## src/rtl/alu_pkg.sv

```systemverilog
// Shared encodings for the Lab 3 ALU: controller FSM states and ALU op codes.
// Imported by the controller, the ALU datapath and the display decoder.
package alu_pkg;

  typedef enum logic [2:0] {
    S_A   = 3'd0,
    S_B   = 3'd1,
    S_ADD = 3'd2,
    S_SUB = 3'd3,
    S_MOD = 3'd4
  } state_t;

  localparam logic [1:0] OP_ADD = 2'b00;
  localparam logic [1:0] OP_SUB = 2'b01;
  localparam logic [1:0] OP_MOD = 2'b10;

  // Operand-capture states report ADD so the ALU never sees the unused code 11.
  function automatic logic [1:0] op_of_state(input state_t s);
    case (s)
      S_SUB:   op_of_state = OP_SUB;
      S_MOD:   op_of_state = OP_MOD;
      default: op_of_state = OP_ADD;
    endcase
  endfunction

endpackage

```

## src/rtl/alu_ctrl_edge_detect.sv

```systemverilog
// Rising-edge press detector on a debounced level: one-cycle press per rise.
// Press is combinational off the level; history register clears on reset.
module edge_detect (
  input  logic clk,
  input  logic rst,
  input  logic level,
  output logic press
);

  logic r_level_q;

  always_ff @(posedge clk) begin
    if (rst) r_level_q <= 1'b0;
    else     r_level_q <= level;
  end

  assign press = level & ~r_level_q;

endmodule

```

## src/rtl/alu_ctrl.sv

```systemverilog
// Operand/op sequencer: capture A, capture B, then cycle ADD->SUB->MOD on enter presses.
// One-cycle latency from press to every registered output; no backpressure, presses are never stalled.
module alu_ctrl
  import alu_pkg::*;
#(
  parameter int WIDTH = 8
) (
  input  logic             clk,
  input  logic             rst,
  input  logic             enter,
  input  logic             sign,
  input  logic [WIDTH-1:0] sw_in,
  output logic [WIDTH-1:0] a_reg,
  output logic [WIDTH-1:0] b_reg,
  output logic [1:0]       alu_op,
  output logic             op_valid,
  output logic             sign_mode,
  output logic [2:0]       state_o
);

  logic             w_enter_press;
  logic             w_sign_press;
  state_t           r_state;
  state_t           w_state_nxt;
  logic [1:0]       r_alu_op;
  logic [1:0]       w_alu_op_nxt;
  logic             r_op_valid;
  logic             w_op_valid_nxt;
  logic [WIDTH-1:0] r_a;
  logic [WIDTH-1:0] r_b;
  logic             r_sign_mode;

  edge_detect u_enter_edge (
    .clk   (clk),
    .rst   (rst),
    .level (enter),
    .press (w_enter_press)
  );

  edge_detect u_sign_edge (
    .clk   (clk),
    .rst   (rst),
    .level (sign),
    .press (w_sign_press)
  );

  always_ff @(posedge clk) begin
    if (rst) begin
      r_state    <= S_A;
      r_alu_op   <= OP_ADD;
      r_op_valid <= 1'b0;
    end else begin
      r_state    <= w_state_nxt;
      r_alu_op   <= w_alu_op_nxt;
      r_op_valid <= w_op_valid_nxt;
    end
  end

  always_comb begin
    w_state_nxt = r_state;
    if (w_enter_press) begin
      case (r_state)
        S_A:     w_state_nxt = S_B;
        S_B:     w_state_nxt = S_ADD;
        S_ADD:   w_state_nxt = S_SUB;
        S_SUB:   w_state_nxt = S_MOD;
        S_MOD:   w_state_nxt = S_ADD;
        default: w_state_nxt = S_A;
      endcase
    end
  end

  // Decoding the next state keeps alu_op/op_valid registered yet aligned with state_o.
  always_comb begin
    w_alu_op_nxt   = op_of_state(w_state_nxt);
    w_op_valid_nxt = (w_state_nxt == S_ADD) || (w_state_nxt == S_SUB) ||
                     (w_state_nxt == S_MOD);
  end

  always_ff @(posedge clk) begin
    if (rst) begin
      r_a         <= '0;
      r_b         <= '0;
      r_sign_mode <= 1'b0;
    end else begin
      if (w_enter_press && r_state == S_A) r_a <= sw_in;
      if (w_enter_press && r_state == S_B) r_b <= sw_in;
      if (w_sign_press) r_sign_mode <= ~r_sign_mode;
    end
  end

  assign a_reg     = r_a;
  assign b_reg     = r_b;
  assign alu_op    = r_alu_op;
  assign op_valid  = r_op_valid;
  assign sign_mode = r_sign_mode;
  assign state_o   = r_state;

endmodule

```

## config.mk

```make
export PLATFORM = sky130hd
export DESIGN_NAME = alu_ctrl
export DESIGN_NICKNAME = d
export VERILOG_FILES = /design/src/rtl/alu_pkg.sv /design/src/rtl/alu_ctrl_edge_detect.sv /design/src/rtl/alu_ctrl.sv
export SDC_FILE = /design/constraint.sdc
export NUM_CORES = 1
export LEC_CHECK = 0
export CELL_PAD_IN_SITES_DETAIL_PLACEMENT = 1
export CELL_PAD_IN_SITES_GLOBAL_PLACEMENT = 2
export CORE_UTILIZATION = 36
export DETAILED_ROUTE_END_ITERATION = 8
export DONT_BUFFER_PORTS = 1
export PLACE_DENSITY_LB_ADDON = 0.1
export SLEW_MARGIN = 20
export SYNTH_ARGS = -nofsm -noshare
export SYNTH_HDL_FRONTEND = slang
export SYNTH_SLANG_ARGS = --single-unit
```

## constraint.sdc

```tcl
create_clock -name clk -period 1.56 [get_ports clk]
set_input_delay 0.312 -clock clk [delete_from_list [all_inputs] [get_ports clk]]
set_output_delay 0.312 -clock clk [all_outputs]
set_load 0.02 [all_outputs]
```

==> reports/qor.yml, run 1 <==
post_dp_cell_area_mm2: 0.00109
fp.dieArea_mm2: 0.00314
track_usage_pct: 13.9
cap_violations: 0
syn-num-nets: 112
fp-row-count: 19
ys_seq_elements: 25
p_seq_share_pct: 63.0
synth_ff_type: "dfxtp_1"
hpwl_um: 1340
final-hold-violation-count: 0
crit_chain: "buf_4"
power_switching_share_pct: 27.8
final_net_count: 115
worst-path-buf-inv: 1
end_kind: "primary output"
tightest_slew_ns: 0.394
synth-edff-count: 0
diodes: 0
ioPinCount: 35
vias: 696
cts_sinks: 25
grt_pass1_vias: 706
ctsResizeCount: 0
report.final.slew_viol_count: 0
period_needed_ns: 1.44
cts_tree: "yes"
wl_per_cell_um: 14.7
fin_tns_setup_ns: 0
grt-ovfl-total: 0
clock_skew_ns: 0.00237
p_leak_nw: 0.440
async_flop_share_pct: 0
ant_nets: 0
relSlewSlack_pct: 73.7
antenna_found_initial: 0
final_cell_area_mm2: 0.00111
utilization_pct: 40.4
die_y_um: 56
totalWireLength_um: 1960
syn_inst: 100
status: "complete, no violations"
htreeDepth: 1
clkLatencyLatePin_ns: 0.32
start_util_pct: 38.1
p_comb_share_pct: 11.5
hold_path.class: "input pin to flop"
syn_area_mm2: 0.00105
clk_path_buf_depth: 2
port_buffers: 0
rsz0062_at_grt: "no"
crit_family: "flip-flops"
synth.distinct_cells: 23
power_frac_clock_pct: 25.5
worst-r2r-setup-slack_ns: 0.34
grt_pass1_wl_um: 3320
ys_warn_count: 0
arrival_ns: 1.13
grt_max_degree: 36
viasPerCell: 5.23
cp_slowest_cell: "dfxtp_1"
post-route-period-util_pct: 92.2
p_per_area_mw_per_mm2: 1050
postCtsSetupRepairBufs: 0
drc_errors: 0
finalSetupViolCount: 0
internal_power_mw: 0.846
avgSynthCellArea_um2: 10.5
drive_gt1_share_pct: 9.80
globalplace.congestion: 0.727
dr.first_iter.drc_count: 15
ir_drop_mv: 0.512
seq_area_frac_synth_pct: 47.7
first_pass_iters: 2
fmax_ghz: 0.695
crit_fanout: 10
p_sw_mw: 0.326
area_growth_pct: 6.20
critPathLaunchType: "flop"
critPathKind: "flop to primary output"
cts_buffers: 3
cts_hold_buf: 0
cp.required_ns: 1.25
cpPeakStageDelay_ns: 0.58
clk_pin_slew_ns: 0.14
root_buffer: "clkbuf_4"
core_mm2: 0.00276
die_x_um: 56
area by class of cell:
type                    instances  area [um^2]
well taps                      31         38.8
flip-flops and latches         25          500
repair buffers                  5         37.5
fillers                       327         1640
multi-input cells              68          512
clock buffers                   4         26.3
cell families after synthesis:
group                     Yosys count  synth area share [%]
DFF                                25                  47.7
and+or+nand+nor                    44                  27.9
muxes                              17                  16.2
AOI/OAI and AO/OA                   5                  2.98
xor gates and xnor gates            2                  1.67
buffers and inverters               7                  3.58
cells in the mapped netlist (2+ instances only):
| master | instances | area share (%) |
|---|---|---|
| nor2b_1 | 4 | 2.4 |
| buf_2 | 3 | 1.4 |
| nand3b_1 | 2 | 1.4 |
| dfxtp_1 | 25 | 48 |
| nand4b_1 | 2 | 1.7 |
| nor2_1 | 2 | 0.72 |
| nand2_1 | 2 | 0.72 |
| clkbuf_1 | 3 | 1.1 |
| mux2i_1 | 17 | 16 |
| nand2b_1 | 24 | 14 |
| a21oi_1 | 3 | 1.4 |
| xnor2_1 | 2 | 1.7 |
stage by stage:
stage	instances	worst slack, ns	power (mW)	hold slack [ns]
after floorplan	100	0.190	0.868	0.440
after global placement	129	0.373	0.889	0.387
after detailed placement	129	0.364	0.892	0.387
after CTS	133	0.0973	1.20	0.0171
after global routing	133	0.0325	1.24	0.000172
final	133	0.122	1.17	0.0360
worst paths after layout:
kind,to,cells after the start,startpoint
setup / recovery,state_o[0],1,state_o[0]$_SDFF_PP0_
hold / removal,u_sign_edge.r_level_q$_SDFF_PP0_,1,rst
setup reg to reg,a_reg[0]$_SDFFE_PP0P_,3,state_o[0]$_SDFF_PP0_
hold reg to reg,sign_mode$_SDFFE_PP0P_,3,u_sign_edge.r_level_q$_SDFF_PP0_
routing by layer:
layer,track usage [%],routed length (um),vias up
met4,8.36,50,0
met3,4.65,141,5
met2,20.7,869,23
li1,-,-,337
met1,17.2,897,331
met5,0,0,-
layout by cell type (no fill, tap or decap):
cell      Yosys  final
nor2_1        2      2
buf_4         0      5
nor3_1        1      1
dfxtp_1      25     25
xnor2_1       2      2
nor2b_1       4      4
nand4b_1      2      2
a21oi_1       3      3
nor4_4        1      1
nand2b_2      1      1
mux2i_1      17     17
or3_1         1      1
nand3_1       1      1
nor3b_1       1      1
nand3b_1      2      2
clkbuf_4      0      3
a211oi_1      1      1
o311ai_0      1      1
nor4b_1       1      1
clkbuf_1      3      1
nand2b_1     24     24
and2b_1       1      1
nand2_1       2      2
power groups by stage:
stage | sequential [mW] | clock (mW) | combinational [mW]
finish | 0.738 | 0.298 | 0.135
global route | 0.745 | 0.349 | 0.151
CTS | 0.740 | 0.318 | 0.139
detailed placement | 0.754 | 0 | 0.138
global placement | 0.753 | 0 | 0.136
floorplan | 0.749 | 0 | 0.119
Note: power is estimated with default switching activity, not from simulation.
==> inputs of run 2 (changes only) <==
--- a/config.mk
+++ b/config.mk
@@ -7,7 +7,7 @@
 export LEC_CHECK = 0
 export CELL_PAD_IN_SITES_DETAIL_PLACEMENT = 1
 export CELL_PAD_IN_SITES_GLOBAL_PLACEMENT = 2
-export CORE_UTILIZATION = 36
+export CORE_UTILIZATION = 35
 export DETAILED_ROUTE_END_ITERATION = 8
 export DONT_BUFFER_PORTS = 1
 export PLACE_DENSITY_LB_ADDON = 0.1
==> reports/qor.yml, run 2 (synthesized netlist as in run 1, its figures left out) <==
dr.first_iter.drc_count: 10  # was 15
layout_common_cells: "dfxtp_1 (25), nand2b_1 (24), mux2i_1 (17)"  # unchanged
clk_pin_slew_ns: 0.14  # about the same
cpPeakStageDelay_ns: 0.45  # was 0.58 ns
grt_pass1_vias: 731  # was 706
fin_tns_setup_ns: 0  # unchanged
grt-ovfl-total: 0  # unchanged
period_needed_ns: 1.31  # was 1.44 ns
cp.required_ns: 1.25  # about the same
ant_nets: 0  # unchanged
hpwl_um: 1380  # was 1340 um
port_buffers: 0  # unchanged
end_kind: "primary output"  # unchanged
p_leak_nw: 0.440  # unchanged
grt_pass1_wl_um: 3280  # was 3320 um
root_buffer: "clkbuf_4"  # unchanged
cap_violations: 0  # unchanged
drc_errors: 4  # was 0
area_growth_pct: 6.20  # unchanged
arrival_ns: 1.00  # was 1.13 ns
clk_path_buf_depth: 2  # unchanged
cts_tree: "yes"  # unchanged
tightest_slew_ns: 0.341  # was 0.394 ns
grt_max_degree: 36  # unchanged
postCtsSetupRepairBufs: 0  # unchanged
post_dp_cell_area_mm2: 0.00109  # unchanged
final_net_count: 115  # unchanged
rsz0062_at_grt: "no"  # unchanged
track_usage_pct: 13.6  # was 13.9%
fmax_ghz: 0.761  # was 0.695 GHz
failed_checks: "DRC"
mostFrequentLayoutCell: "dfxtp_1"  # unchanged
diodes: 0  # unchanged
globalplace.congestion: 0.680  # was 0.727
critPathKind: "flop to primary output"  # unchanged
fp-row-count: 19  # unchanged
worst-path-buf-inv: 1  # unchanged
final_cells: 133  # unchanged
vias: 694  # was 696
report.final.slew_viol_count: 0  # unchanged
ioPinCount: 35  # unchanged
start_util_pct: 37.4  # was 38.1%
dp.cells: 129  # unchanged
die_x_um: 56.8  # was 56 um
hold_path.class: "input pin to flop"  # unchanged
critPathLaunchType: "flop"  # unchanged
core_mm2: 0.00281  # was 0.00276 mm^2
viasPerCell: 5.22  # was 5.23
cts_buffers: 3  # unchanged
post-route-period-util_pct: 84.2  # was 92.2%
totalWireLength_um: 2020  # was 1960 um
clock_skew_ns: 0.0119  # was 0.00237 ns
status: "finished with violations"  # was complete, no violations
antenna_found_initial: 0  # unchanged
holdWs_ns: 0.0377  # was 0.0360 ns
crit_chain: "buf_4"  # unchanged
htreeDepth: 1  # unchanged
relSlewSlack_pct: 77.2  # was 73.7%
ctsResizeCount: 0  # unchanged
cp_slowest_cell: "dfxtp_1"  # unchanged
final-hold-violation-count: 0  # unchanged
post-place-ws_ns: 0.347  # was 0.364 ns
cts_sinks: 25  # unchanged
die_y_um: 56.8  # was 56 um
first_pass_iters: 5  # was 2
p_per_area_mw_per_mm2: 1050  # about the same
final_cell_area_mm2: 0.00111  # unchanged
cts_hold_buf: 0  # unchanged
fp.dieArea_mm2: 0.00322  # was 0.00314 mm^2
clkLatencyLatePin_ns: 0.33  # was 0.32 ns
wl_per_cell_um: 15.2  # was 14.7 um
crit_family: "flip-flops"  # unchanged
crit_fanout: 6  # was 10
layout_setup_ws_ns: 0.246  # was 0.122 ns
ir_drop_mv: 0.447  # was 0.512 mV
drive_gt1_share_pct: 9.80  # unchanged
finalSetupViolCount: 0  # unchanged
run 2: cell counts in the layout (fill, tap and decap cells not counted):
No cell type changed its count.
run 2: final timing paths:
check | start | end | cells after the start | slack, ns
max | state_o[0]$_SDFF_PP0_ | state_o[0] | 1 | 0.25
min | rst | state_o[2]$_SDFF_PP0_ | 1 | 0.04
max reg2reg | state_o[1]$_SDFF_PP0_ | a_reg[2]$_SDFFE_PP0P_ | 4 | 0.33
min reg2reg | state_o[0]$_SDFF_PP0_ | state_o[0]$_SDFF_PP0_ | 2 | 0.54
run 2: layer usage:
metal,up-vias,part of all wire (%),track usage (%)
met5,-,0,0
met4,0,2.8,8.36
met3,5,6.7,4.38
met2,24,46,20.9
met1,328,44,16.5
li1,337,-,-
run 2: power by group:
group / total, mW / internal (mW) / switching, mW
combinational: 0.139 / 0.0703 / 0.0692
sequential: 0.735 / 0.676 / 0.0595
clock: 0.293 / 0.100 / 0.193
total: 1.17 / 0.846 / 0.322
run 2: layout make-up:
| class | count | area (um^2) |
|---|---|---|
| Tap cell | 31 | 38.8 |
| Clock buffer | 4 | 26.3 |
| Timing Repair Buffer | 5 | 37.5 |
| Multi-Input combinational cell | 68 | 512 |
| Fill cell | 319 | 1690 |
| Sequential cell | 25 | 500 |
run 2: stage by stage:
step | utilization, % | power [mW]
after floorplan | - | 0.868
after global placement | 38.8 | 0.888
after detailed placement | 38.8 | 0.892
after CTS | 39.7 | 1.20
after global routing | 39.7 | 1.23
final | 39.7 | 1.17
==> inputs of run 3 (changes only) <==
--- a/config.mk
+++ b/config.mk
@@ -7,7 +7,7 @@
 export LEC_CHECK = 0
 export CELL_PAD_IN_SITES_DETAIL_PLACEMENT = 1
 export CELL_PAD_IN_SITES_GLOBAL_PLACEMENT = 2
-export CORE_UTILIZATION = 35
+export CORE_UTILIZATION = 32
 export DETAILED_ROUTE_END_ITERATION = 8
 export DONT_BUFFER_PORTS = 1
 export PLACE_DENSITY_LB_ADDON = 0.1
==> constraint.sdc (replaced) <==
create_clock -name clk -period 1.17 [get_ports clk]
set_input_delay 0.234 -clock clk [delete_from_list [all_inputs] [get_ports clk]]
set_output_delay 0.234 -clock clk [all_outputs]
set_load 0.02 [all_outputs]
==> reports/qor.yml, run 3 (synthesized netlist as in run 1, its figures left out) <==
status: "finished with violations"  # unchanged
failed_checks: "setup timing"  # was DRC
fp.dieArea_mm2: 0.00351  # was 0.00322 mm^2
viasPerCell: 4.59  # was 5.22
cts_buffers: 3  # unchanged
area_growth_pct: 21.3  # was 6.20%
r2r-start: "state_o[1]$_SDFF_PP0_"  # unchanged
totalWireLength_um: 2080  # was 2020 um
fin_tns_setup_ns: -0.000967  # was 0 ns
crit_cells: 4  # was 1
critPathLaunchType: "flop"  # unchanged
vias: 711  # was 694
first_pass_iters: 4  # was 5
clkLatencyLatePin_ns: 0.31  # was 0.33 ns
worst-path-buf-inv: 2  # was 1
post-place-ws_ns: -0.0125  # was 0.347 ns
start_util_pct: 34.1  # was 37.4%
die_x_um: 59.3  # was 56.8 um
dp.cells: 146  # was 129
cp_slowest_cell: "dfxtp_2"  # was dfxtp_1
grt_max_degree: 29  # was 36
rsz0062_at_grt: "yes"  # was no
diodes: 0  # unchanged
clk_path_buf_depth: 2  # unchanged
post-route-period-util_pct: 100
arrival_ns: 1.42  # was 1.00 ns
track_usage_pct: 12.8  # was 13.6%
p_leak_nw: 0.507  # was 0.440 nW
power_frac_clock_pct: 23.5  # was 25.1%
min_path_cells: 1  # unchanged
cts_sinks: 25  # unchanged
cts_tree: "yes"  # unchanged
dr.first_iter.drc_count: 7  # was 10
tightest_slew_ns: 0.319  # was 0.341 ns
worst-r2r-setup-slack_ns: -0.001  # was 0.33 ns
crit_fanout: 4  # was 6
r2r-end: "a_reg[0]$_SDFFE_PP0P_"  # was a_reg[2]$_SDFFE_PP0P_
end_kind: "flop"  # was primary output
p_total_mw: 1.62  # was 1.17 mW
crit_family: "flip-flops"  # unchanged
p_seq_share_pct: 60.7  # was 62.9%
period_needed_ns: 1.17
internal_power_mw: 1.18  # was 0.846 mW
r2r.worst_path.cells: 4  # unchanged
layout_common_cells: "nand2b_1 (24), dfxtp_1 (21), mux2i_1 (17)"  # was dfxtp_1 (25), nand2b_1 (24), mux2i_1 (17)
final_cells: 155  # was 133
final-hold-violation-count: 0  # unchanged
crit_chain: "buf_6 -> nor4_4 -> buf_4 -> mux2i_1"  # was buf_4
port_buffers: 0  # unchanged
clock_skew_ns: 0.00243  # was 0.0119 ns
core_mm2: 0.00308  # was 0.00281 mm^2
p_comb_share_pct: 15.8  # was 11.9%
critPathKind: "flop to flop"  # was flop to primary output
mostFrequentLayoutCell: "nand2b_1"  # was dfxtp_1
finalSetupViolCount: 1  # was 0
ir_drop_mv: 0.433  # was 0.447 mV
ioPinCount: 35  # unchanged
grt_pass1_vias: 687  # was 731
p_per_area_mw_per_mm2: 1270  # was 1050 mW/mm^2
htreeDepth: 1  # unchanged
holdWs_ns: 0.0416  # was 0.0377 ns
startpoint: "state_o[1]$_SDFF_PP0_"  # was state_o[0]$_SDFF_PP0_
antenna_found_initial: 0  # unchanged
final_net_count: 124  # was 115
die_y_um: 59.3  # was 56.8 um
cpPeakStageDelay_ns: 0.35  # was 0.45 ns
grt_pass1_wl_um: 3270  # was 3280 um
power_switching_share_pct: 27.1  # was 27.6%
cap_violations: 0  # unchanged
drive_gt1_share_pct: 23.4  # was 9.80%
cp.required_ns: 1.42  # was 1.25 ns
clk_pin_slew_ns: 0.13  # was 0.14 ns
hold_path.class: "input pin to flop"  # unchanged
grt-ovfl-total: 0  # unchanged
p_sw_mw: 0.439  # was 0.322 mW
crit_path_end: "a_reg[0]$_SDFFE_PP0P_"  # was state_o[0]
globalplace.congestion: 0.784  # was 0.680
hpwl_um: 1430  # was 1380 um
fmax_ghz: 0.854
relSlewSlack_pct: 78.6  # was 77.2%
ant_nets: 0  # unchanged
report.final.slew_viol_count: 0  # unchanged
fp-row-count: 20  # was 19
layout_setup_ws_ns: -0.000967  # was 0.246 ns
wl_per_cell_um: 13.4  # was 15.2 um
drc_errors: 0  # was 4
root_buffer: "clkbuf_4"  # unchanged
## run 3: cell types whose count changed in the layout (fill, tap and decap cells not counted), moves of 2 or more
cell and change:
buf_12 +2, buf_6 +5, dfxtp_1 -4, dfxtp_2 +3
## run 3: through the flow
stage	area, um^2	utilization, %
after floorplan	1060	-
after global placement	1150	37.5
after detailed placement	1150	37.5
after CTS	1220	39.5
after global routing	1270	41.4
final	1270	41.4
## run 3: worst reg2reg max path: stages (launching register included)
cell and delay (ns):
dfxtp_2 0.35, buf_6 0.12, nor4_4 0.26, buf_4 0.19, mux2i_1 0.19
## run 3: layer usage
metal | vias to the layer above | global-route usage, % | share of wire [%]
met5 | - | 0 | 0
met2 | 20 | 18.9 | 49
met3 | 0 | 3.49 | 5.6
met4 | 0 | 6.12 | 0
li1 | 357 | - | -
met1 | 334 | 17.0 | 46
## run 3: final cells by class
cell class	count	area [um^2]
flip-flops and latches	25	508
clock buffers	4	26.3
well taps	44	55.1
fillers	368	1800
repair buffers	14	151
multi-input cells	68	533
## run 3: how the worst min path moves through the flow
stage / start / endpoint / slack (ns)
final: sign / u_sign_edge.r_level_q$_SDFF_PP0_ / 0.04
after global routing: enter / u_enter_edge.r_level_q$_SDFF_PP0_ / 0.03
after CTS: sign / u_sign_edge.r_level_q$_SDFF_PP0_ / 0.02
after detailed placement: rst / u_sign_edge.r_level_q$_SDFF_PP0_ / 0.31
after global placement: rst / state_o[2]$_SDFF_PP0_ / 0.31
after floorplan: enter / u_enter_edge.r_level_q$_SDFF_PP0_ / 0.36
## run 3: power groups by stage
stage                     registers, mW  clock network [mW]  logic (mW)
after floorplan                    1.00                   0       0.165
after global placement             1.01                   0       0.200
after detailed placement           1.01                   0       0.204
after CTS                         0.990               0.414       0.227
after global routing              0.993               0.448       0.280
final                             0.984               0.380       0.256
## run 3: what timing repair did
item,CTS,global route
hold endpoints to repair,8,0
setup endpoints to repair,20,19
resized for setup,8,6
cloned,0,0
pin swaps,1,3
hold buffers,1,0
buffers inserted,1,3
